==> config.mk <==
export PLATFORM = sky130hd
export DESIGN_NAME = wb_arbiter_flat
export DESIGN_NICKNAME = d
export VERILOG_FILES = /design/src/rtl/wb_arbiter_if.sv /design/src/rtl/wb_arbiter.sv /design/src/flat_wrapper.sv
export SDC_FILE = /design/constraint.sdc
export NUM_CORES = 1
export LEC_CHECK = 0
export ABC_AREA = 1
export ABC_CLOCK_PERIOD_IN_PS = 3300
export BUFFER_PORTS_ARGS = -buffer_cell sky130_fd_sc_hd__buf_2
export CAP_MARGIN = 20
export CORE_AREA = 8 8 183 185
export CTS_BUF_LIST = sky130_fd_sc_hd__clkbuf_16
export DETAILED_ROUTE_END_ITERATION = 8
export DIE_AREA = 0 0 191 193
export HOLD_SLACK_MARGIN = 0.08
export RECOVER_POWER = 25
export SYNTH_ARGS = -nofsm -noshare
export SYNTH_HDL_FRONTEND = slang
export SYNTH_SLANG_ARGS = --single-unit
==> constraint.sdc <==
create_clock -name clk -period 3.3 [get_ports clk]
set_input_delay 0.33 -clock clk [delete_from_list [all_inputs] [get_ports clk]]
set_output_delay 0.33 -clock clk [all_outputs]
set_load 0.05 [all_outputs]
==> src/rtl/wb_arbiter_if.sv <==
// Writeback bundle between the ALU/load producers, the register-file write port
// and the decode-stage bypass probe.
interface wb_arbiter_if #(
  parameter int DATA_W = 32,
  parameter int ADDR_W = 5,
  parameter int DEPTH  = 4
) ();
  logic                       alu_valid;
  logic                       alu_ready;
  logic [ADDR_W-1:0]          alu_rd_addr;
  logic [DATA_W-1:0]          alu_rd_data;
  logic                       mem_valid;
  logic                       mem_ready;
  logic [ADDR_W-1:0]          mem_rd_addr;
  logic [DATA_W-1:0]          mem_rd_data;
  logic                       regWr;
  logic [ADDR_W-1:0]          rd_addr;
  logic [DATA_W-1:0]          rd_data;
  logic [$clog2(DEPTH):0]     mem_count;
  logic [ADDR_W-1:0]          probe_addr;
  logic                       probe_hit;
  logic [DATA_W-1:0]          probe_data;

  // The arbiter is the write-side initiator toward the register file.
  modport master (
    input  alu_valid, alu_rd_addr, alu_rd_data,
    input  mem_valid, mem_rd_addr, mem_rd_data,
    input  probe_addr,
    output alu_ready, mem_ready, regWr, rd_addr, rd_data,
    output mem_count, probe_hit, probe_data
  );

  modport slave (
    output alu_valid, alu_rd_addr, alu_rd_data,
    output mem_valid, mem_rd_addr, mem_rd_data,
    output probe_addr,
    input  alu_ready, mem_ready, regWr, rd_addr, rd_data,
    input  mem_count, probe_hit, probe_data
  );
endinterface

==> src/rtl/wb_arbiter.sv <==
// Register-file write arbiter: ALU results win, load results queue in a FIFO
// and drain when the ALU is idle or has starved the queue for too long.
module wb_arbiter #(
  parameter int DATA_W       = 32,
  parameter int ADDR_W       = 5,
  parameter int DEPTH        = 4,
  parameter int STARVE_LIMIT = 3
) (
  input  logic         clk,
  input  logic         reset,
  wb_arbiter_if.master bus
);
  localparam int PTR_W = $clog2(DEPTH);
  localparam int CNT_W = PTR_W + 1;
  localparam int SC_W  = (STARVE_LIMIT < 1) ? 1 : $clog2(STARVE_LIMIT + 1);

  localparam logic [CNT_W-1:0] FULL_CNT   = CNT_W'(DEPTH);
  localparam logic [CNT_W-1:0] CNT_ONE    = {{(CNT_W-1){1'b0}}, 1'b1};
  localparam logic [PTR_W-1:0] PTR_ONE    = {{(PTR_W-1){1'b0}}, 1'b1};
  localparam logic [SC_W-1:0]  STARVE_MAX = SC_W'(STARVE_LIMIT);
  localparam logic [SC_W-1:0]  SC_ONE     = {{(SC_W-1){1'b0}}, 1'b1};

  logic [ADDR_W-1:0] fifo_addr_r [DEPTH];
  logic [DATA_W-1:0] fifo_data_r [DEPTH];
  logic [PTR_W-1:0]  wr_ptr_r;
  logic [PTR_W-1:0]  rd_ptr_r;
  logic [CNT_W-1:0]  count_r;
  logic [SC_W-1:0]   starve_cnt_r;
  logic              regwr_r;
  logic [ADDR_W-1:0] rd_addr_r;
  logic [DATA_W-1:0] rd_data_r;

  logic              empty_s;
  logic              full_s;
  logic              force_s;
  logic              alu_ready_s;
  logic              mem_ready_s;
  logic              alu_win_s;
  logic              pop_s;
  logic              push_s;
  logic [CNT_W-1:0]  count_nxt_s;
  logic [SC_W-1:0]   starve_nxt_s;
  logic [PTR_W-1:0]  probe_idx_s;
  logic              slot_match_s;
  logic              fifo_hit_s;
  logic [DATA_W-1:0] fifo_hit_data_s;
  logic              probe_hit_s;
  logic [DATA_W-1:0] probe_data_s;

  // Arbitration: the FIFO is forced only after STARVE_LIMIT straight ALU wins.
  always_comb begin
    empty_s     = (count_r == {CNT_W{1'b0}});
    full_s      = (count_r == FULL_CNT);
    force_s     = (starve_cnt_r == STARVE_MAX) && !empty_s;
    alu_ready_s = !force_s && !reset;
    mem_ready_s = !full_s && !reset;
    alu_win_s   = bus.alu_valid && alu_ready_s;
    pop_s       = !alu_win_s && !empty_s && !reset;
    // x0 loads complete the handshake but never occupy a slot.
    push_s      = bus.mem_valid && mem_ready_s && (bus.mem_rd_addr != {ADDR_W{1'b0}});
  end

  // Next-state values for occupancy and the starvation counter.
  always_comb begin
    count_nxt_s  = count_r;
    starve_nxt_s = starve_cnt_r;
    case ({push_s, pop_s})
      2'b10:   count_nxt_s = count_r + CNT_ONE;
      2'b01:   count_nxt_s = count_r - CNT_ONE;
      default: count_nxt_s = count_r;
    endcase
    if (pop_s || empty_s) begin
      starve_nxt_s = {SC_W{1'b0}};
    end else if (alu_win_s) begin
      starve_nxt_s = (starve_cnt_r == STARVE_MAX) ? STARVE_MAX : (starve_cnt_r + SC_ONE);
    end else begin
      starve_nxt_s = starve_cnt_r;
    end
  end

  // Bypass probe: later (younger) FIFO slots override older ones, then the output register.
  always_comb begin
    fifo_hit_s      = 1'b0;
    fifo_hit_data_s = {DATA_W{1'b0}};
    probe_idx_s     = rd_ptr_r;
    slot_match_s    = 1'b0;
    for (int i = 0; i < DEPTH; i++) begin
      probe_idx_s     = rd_ptr_r + PTR_W'(i);
      slot_match_s    = (CNT_W'(i) < count_r) && (fifo_addr_r[probe_idx_s] == bus.probe_addr);
      fifo_hit_s      = fifo_hit_s | slot_match_s;
      fifo_hit_data_s = slot_match_s ? fifo_data_r[probe_idx_s] : fifo_hit_data_s;
    end
    if (bus.probe_addr == {ADDR_W{1'b0}}) begin
      probe_hit_s  = 1'b0;
      probe_data_s = {DATA_W{1'b0}};
    end else if (fifo_hit_s) begin
      probe_hit_s  = 1'b1;
      probe_data_s = fifo_hit_data_s;
    end else if (regwr_r && (rd_addr_r == bus.probe_addr)) begin
      probe_hit_s  = 1'b1;
      probe_data_s = rd_data_r;
    end else begin
      probe_hit_s  = 1'b0;
      probe_data_s = {DATA_W{1'b0}};
    end
  end

  // FIFO storage; slot contents are qualified by count_r so they need no reset.
  always_ff @(posedge clk) begin
    if (push_s) begin
      fifo_addr_r[wr_ptr_r] <= bus.mem_rd_addr;
      fifo_data_r[wr_ptr_r] <= bus.mem_rd_data;
    end
  end

  // FIFO pointers, occupancy and starvation counter.
  always_ff @(posedge clk) begin
    if (reset) begin
      wr_ptr_r     <= {PTR_W{1'b0}};
      rd_ptr_r     <= {PTR_W{1'b0}};
      count_r      <= {CNT_W{1'b0}};
      starve_cnt_r <= {SC_W{1'b0}};
    end else begin
      if (push_s) begin
        wr_ptr_r <= wr_ptr_r + PTR_ONE;
      end
      if (pop_s) begin
        rd_ptr_r <= rd_ptr_r + PTR_ONE;
      end
      count_r      <= count_nxt_s;
      starve_cnt_r <= starve_nxt_s;
    end
  end

  // Register-file write port; address/data hold when nothing wins.
  always_ff @(posedge clk) begin
    if (reset) begin
      regwr_r   <= 1'b0;
      rd_addr_r <= {ADDR_W{1'b0}};
      rd_data_r <= {DATA_W{1'b0}};
    end else if (alu_win_s) begin
      regwr_r   <= (bus.alu_rd_addr != {ADDR_W{1'b0}});
      rd_addr_r <= bus.alu_rd_addr;
      rd_data_r <= bus.alu_rd_data;
    end else if (pop_s) begin
      regwr_r   <= 1'b1;
      rd_addr_r <= fifo_addr_r[rd_ptr_r];
      rd_data_r <= fifo_data_r[rd_ptr_r];
    end else begin
      regwr_r   <= 1'b0;
    end
  end

  assign bus.alu_ready  = alu_ready_s;
  assign bus.mem_ready  = mem_ready_s;
  assign bus.regWr      = regwr_r;
  assign bus.rd_addr    = rd_addr_r;
  assign bus.rd_data    = rd_data_r;
  assign bus.mem_count  = count_r;
  assign bus.probe_hit  = probe_hit_s;
  assign bus.probe_data = probe_data_s;
endmodule

==> src/flat_wrapper.sv <==
// flat-port wrapper written by rule: the top's interface ports become plain ports
module wb_arbiter_flat 
#(
  parameter int DATA_W       = 32,
  parameter int ADDR_W       = 5,
  parameter int DEPTH        = 4,
  parameter int STARVE_LIMIT = 3
)
  (clk, reset, bus_alu_valid, bus_alu_rd_addr, bus_alu_rd_data, bus_mem_valid, bus_mem_rd_addr, bus_mem_rd_data, bus_probe_addr, bus_alu_ready, bus_mem_ready, bus_regWr, bus_rd_addr, bus_rd_data, bus_mem_count, bus_probe_hit, bus_probe_data);
  wb_arbiter_if #(.DATA_W(DATA_W), .ADDR_W(ADDR_W), .DEPTH(DEPTH)) bus_i ();
  input  logic clk;
  input  logic reset;
  input wire logic [$bits(bus_i.alu_valid)-1:0] bus_alu_valid;
  input wire logic [$bits(bus_i.alu_rd_addr)-1:0] bus_alu_rd_addr;
  input wire logic [$bits(bus_i.alu_rd_data)-1:0] bus_alu_rd_data;
  input wire logic [$bits(bus_i.mem_valid)-1:0] bus_mem_valid;
  input wire logic [$bits(bus_i.mem_rd_addr)-1:0] bus_mem_rd_addr;
  input wire logic [$bits(bus_i.mem_rd_data)-1:0] bus_mem_rd_data;
  input wire logic [$bits(bus_i.probe_addr)-1:0] bus_probe_addr;
  output wire logic [$bits(bus_i.alu_ready)-1:0] bus_alu_ready;
  output wire logic [$bits(bus_i.mem_ready)-1:0] bus_mem_ready;
  output wire logic [$bits(bus_i.regWr)-1:0] bus_regWr;
  output wire logic [$bits(bus_i.rd_addr)-1:0] bus_rd_addr;
  output wire logic [$bits(bus_i.rd_data)-1:0] bus_rd_data;
  output wire logic [$bits(bus_i.mem_count)-1:0] bus_mem_count;
  output wire logic [$bits(bus_i.probe_hit)-1:0] bus_probe_hit;
  output wire logic [$bits(bus_i.probe_data)-1:0] bus_probe_data;
  assign bus_i.alu_valid = bus_alu_valid;
  assign bus_i.alu_rd_addr = bus_alu_rd_addr;
  assign bus_i.alu_rd_data = bus_alu_rd_data;
  assign bus_i.mem_valid = bus_mem_valid;
  assign bus_i.mem_rd_addr = bus_mem_rd_addr;
  assign bus_i.mem_rd_data = bus_mem_rd_data;
  assign bus_i.probe_addr = bus_probe_addr;
  assign bus_alu_ready = bus_i.alu_ready;
  assign bus_mem_ready = bus_i.mem_ready;
  assign bus_regWr = bus_i.regWr;
  assign bus_rd_addr = bus_i.rd_addr;
  assign bus_rd_data = bus_i.rd_data;
  assign bus_mem_count = bus_i.mem_count;
  assign bus_probe_hit = bus_i.probe_hit;
  assign bus_probe_data = bus_i.probe_data;
  wb_arbiter #(.DATA_W(DATA_W), .ADDR_W(ADDR_W), .DEPTH(DEPTH), .STARVE_LIMIT(STARVE_LIMIT)) u_core (.clk(clk), .reset(reset), .bus(bus_i));
endmodule
==> flow_summary_export.csv <==
group,metric,value,unit
cells_and_area,syn_to_final_growth,19.2,%
routing,detail-route-antenna-nets,0,
flow_run,cap_viol_max_count,0,
sta,worst_slew_pin_slew,0.778,ns
critical_path,start_kind,"flop",
power,p_leak,6.48,nW
routing,drcViolationCount,0,
place,dpl.hpwl,29900,um
global_route,grt_usage,0.252,
cells_and_area,final_cell_mix,"nand2_1 (516), o21ai_0 (214), inv_1 (162), edfxtp_1 (148), nor2_1 (105)",
yosys,yosysTopAreaCell,"edfxtp_1",
cells_and_area,finalInstanceArea,15100,um^2
yosys,syn_area,12700,um^2
critical_path,reg2reg_slack,0.71,ns
sta,rsz0062_at_grt,"yes",
status,status,"completed",
sta,finalSetupViolations,0,
yosys,synthTopCellsByArea,"edfxtp_1 (35%), nand2_1 (15%), o21ai_0 (8.5%)",
routing,wire_per_inst,21.4,um
critical_path,cp-startpoint,"u_core.rd_ptr_r[0]",
cts,cts_sinks,197,
min_path,hold_path_class,"primary input to flop",
yosys,muxShareOfSynthArea,0,
place,numPortBuffers,158,
cells_and_area,num_antenna_cells,0,
die,ios,159,
critical_path,rr_worst_depth,12,
routing,drtIter0Drc,1516,
critical_path,rr_startpoint,"u_core.bus.mem_count[0]",
critical_path,critPathKind,"flop to output pin",
sta,skew,0.0156,ns
routing,via_count,13400,
global_route,grt_max_degree,127,
sta,fin_crit,3.18,ns
power,powerDensity,541,nW/um^2
yosys,synth_fa_ha_area_frac,0.00791,
cts,h-tree-depth,4,
yosys,synth-simple-area-share,0.269,
global_route,grt_pass1_wl,71400,um
yosys,synth_warnings,0,
global_route,antenna_found_initial,2,
sta,fin_crit_sh,0.965,
critical_path,required,2.97,ns
yosys,synth_top_family_by_area,"simple AND/OR/NAND/NOR gates",
die,dieArea,36900,um^2
power,vdd_drop_max,405,uV
place,gp_congestion,0.951,
power,p_total,8.17,mW
global_route,grt_overflow,0,
die,start_util,0.411,
place,post_dp_cell_area,13900,um^2
critical_path,crit_arrival,2.85,ns
sta,max_freq,314,MHz
yosys,synth_nets,1873,
critical_path,path_max_fanout,14,
die,num_rows,65,
die,die_w,191,um
cts,clk_pin_slew,0.07,ns
yosys,synth_compound_area_frac,0.197,
routing,drt_wl_total,49400,um
cts,cts_hold_buffers,0,
die,core-area,30800,um^2
yosys,avgSynthCellArea,7.10,um^2
min_path,min_delay_worst_endpoint,"u_core.fifo_addr_r[2][1]",
yosys,yosysTopAreaCellShare,0.351,
cts,clk_latency,0.45,ns
cts,clk_path_buf_depth,2,
routing,viasPerCell,5.82,
yosys,synth_cell_types,35,
yosys,synth-seq-area-share,0.429,
cells_and_area,fin_nets,1981,
critical_path,r2r_end,"u_core.bus.rd_data[3]",
global_route,grt_pass1_vias,12700,
cts,cts_tree,"yes",
cells_and_area,final_common_cell,"nand2_1",
critical_path,crit_path_end_kind,"output pin",
cts,numCtsBuffers,17,
routing,drt_first_pass_iters,7,
sta,drv_slew,0,
sta,hold_viol,0,
min_path,min_path_cells,1,
yosys,yosys_register_bits,197,
cells_and_area,final_layout_size_suffix_gt1_frac,0.150,
min_path,timing.hold.worst.start,"bus_mem_rd_addr[1]",
yosys,synthXorXnorAreaFrac,0.00138,
sta,slew_headroom,0.481,
cts,root_buffer,"clkbuf_16",
die,die_y,193,um
yosys,synthCells,1782,
==> registers in the layout (all words and copies together) (netlist names), named ones only <==
name,count
u_core.bus.rd_data,32
u_core.bus.regWr,1
u_core.bus.rd_addr,5
u_core.wr_ptr_r,2
u_core.rd_ptr_r,2
u_core.starve_cnt_r,2
u_core.bus.mem_count,3
u_core.fifo_data_r,128
u_core.fifo_addr_r,20
==> per-stage QoR <==
stage / std cells / hold WS [ns] / TNS (ns) / util / worst slack, ns
floorplan: 1782 / 0.429 / 0 / - / 0.0248
global placement: 2261 / 0.447 / 0 / 0.453 / 0.414
detailed placement: 2261 / 0.450 / 0 / 0.453 / 0.388
CTS: 2293 / 0.0817 / 0 / 0.473 / 0.000229
global route: 2305 / 0.121 / -0.0296 / 0.489 / -0.0141
finish: 2305 / 0.111 / 0 / 0.489 / 0.116
==> power breakdown <==
part           switching [mW]  total [mW]  internal (mW)  leakage (nW)
Sequential              0.120        2.92           2.80          1.75
Clock                   0.992        2.11           1.12         0.280
Combinational            2.27        3.13          0.860          4.45
Total                    3.38        8.17           4.79          6.48
==> kinds of logic (layout without fill, tap and decap cells) <==
kind of cell,count (synthesis),count (layout)
xor gates and xnor gates,2,2
adders and majority gates,8,8
DFF,197,197
buffers and inverters,297,417
and+or+nand+nor,817,818
AOI/OAI and AO/OA,461,461
==> worst max-delay path by stage <==
stage / endpoint / cells after the start / slack (ns)
2_1_floorplan: u_core.bus.mem_count[2] / 13 / 0.02
3_3_place_gp: bus_probe_data[30] / 16 / 0.41
3_5_place_dp: bus_probe_data[30] / 16 / 0.39
4_1_cts: bus_probe_data[29] / 16 / 0.0002
5_1_grt: bus_probe_data[31] / 13 / -0.01
6_report: bus_probe_data[31] / 16 / 0.12
==> area by class of cell <==
cell class	count	area, um^2
multi-input cells	1289	6240
repair buffers	219	1690
inverters	166	639
well taps	402	503
flip-flops and latches	197	5440
clock buffers	17	425
clock inverters	15	153
fillers	3061	15700
==> per-layer routing <==
metal	GRT usage	wire length, um
met1	0.321	20100
met2	0.404	22100
met3	0.0547	5340
met4	0.117	1770
met5	0	23
==> synth_stat cells <==
master,instances
nand2_1,521
o21ai_0,215
inv_1,162
edfxtp_1,148
nor2_1,117
a21oi_1,106
nand3_1,100
clkbuf_1,93
nand4_1,64
o22ai_1,64
dfxtp_1,49
o21ai_1,30
a31oi_1,19
buf_2,18
a211oi_1,17
buf_1,8
ha_1,8
buf_6,7
buf_4,5
nand2_2,4
o211ai_1,4
nand3_2,3
nor2_2,3
a221oi_1,2
inv_4,2
nand2_4,2
nor3_1,2
xor2_1,2
a21oi_4,1
a32o_1,1
clkinv_1,1
inv_2,1
nand3b_1,1
o21a_1,1
o221ai_1,1
==> worst max-delay path, stage by stage (launching register included) <==
cell	delay (ns)
dfxtp_4	0.45
buf_12	0.15
nand2_2	0.11
nand2_4	0.13
nand2_1	0.08
nand3_1	0.08
nand2_1	0.09
nor2_4	0.15
nand3_2	0.12
nand2_2	0.10
nor2_4	0.06
nand2_2	0.12
buf_12	0.18
nand3_1	0.09
a21oi_1	0.17
buf_4	0.17
buf_6	0.16
==> timing repair <==
action / 4_1_cts / 5_1_grt
resized for setup: 17 / 111
pin swaps: 0 / 9
setup endpoints to repair: 16 / 32
setup buffers: 0 / 5
gates cloned: 0 / 7
No activity file was read; power rests on OpenSTA's default activity.
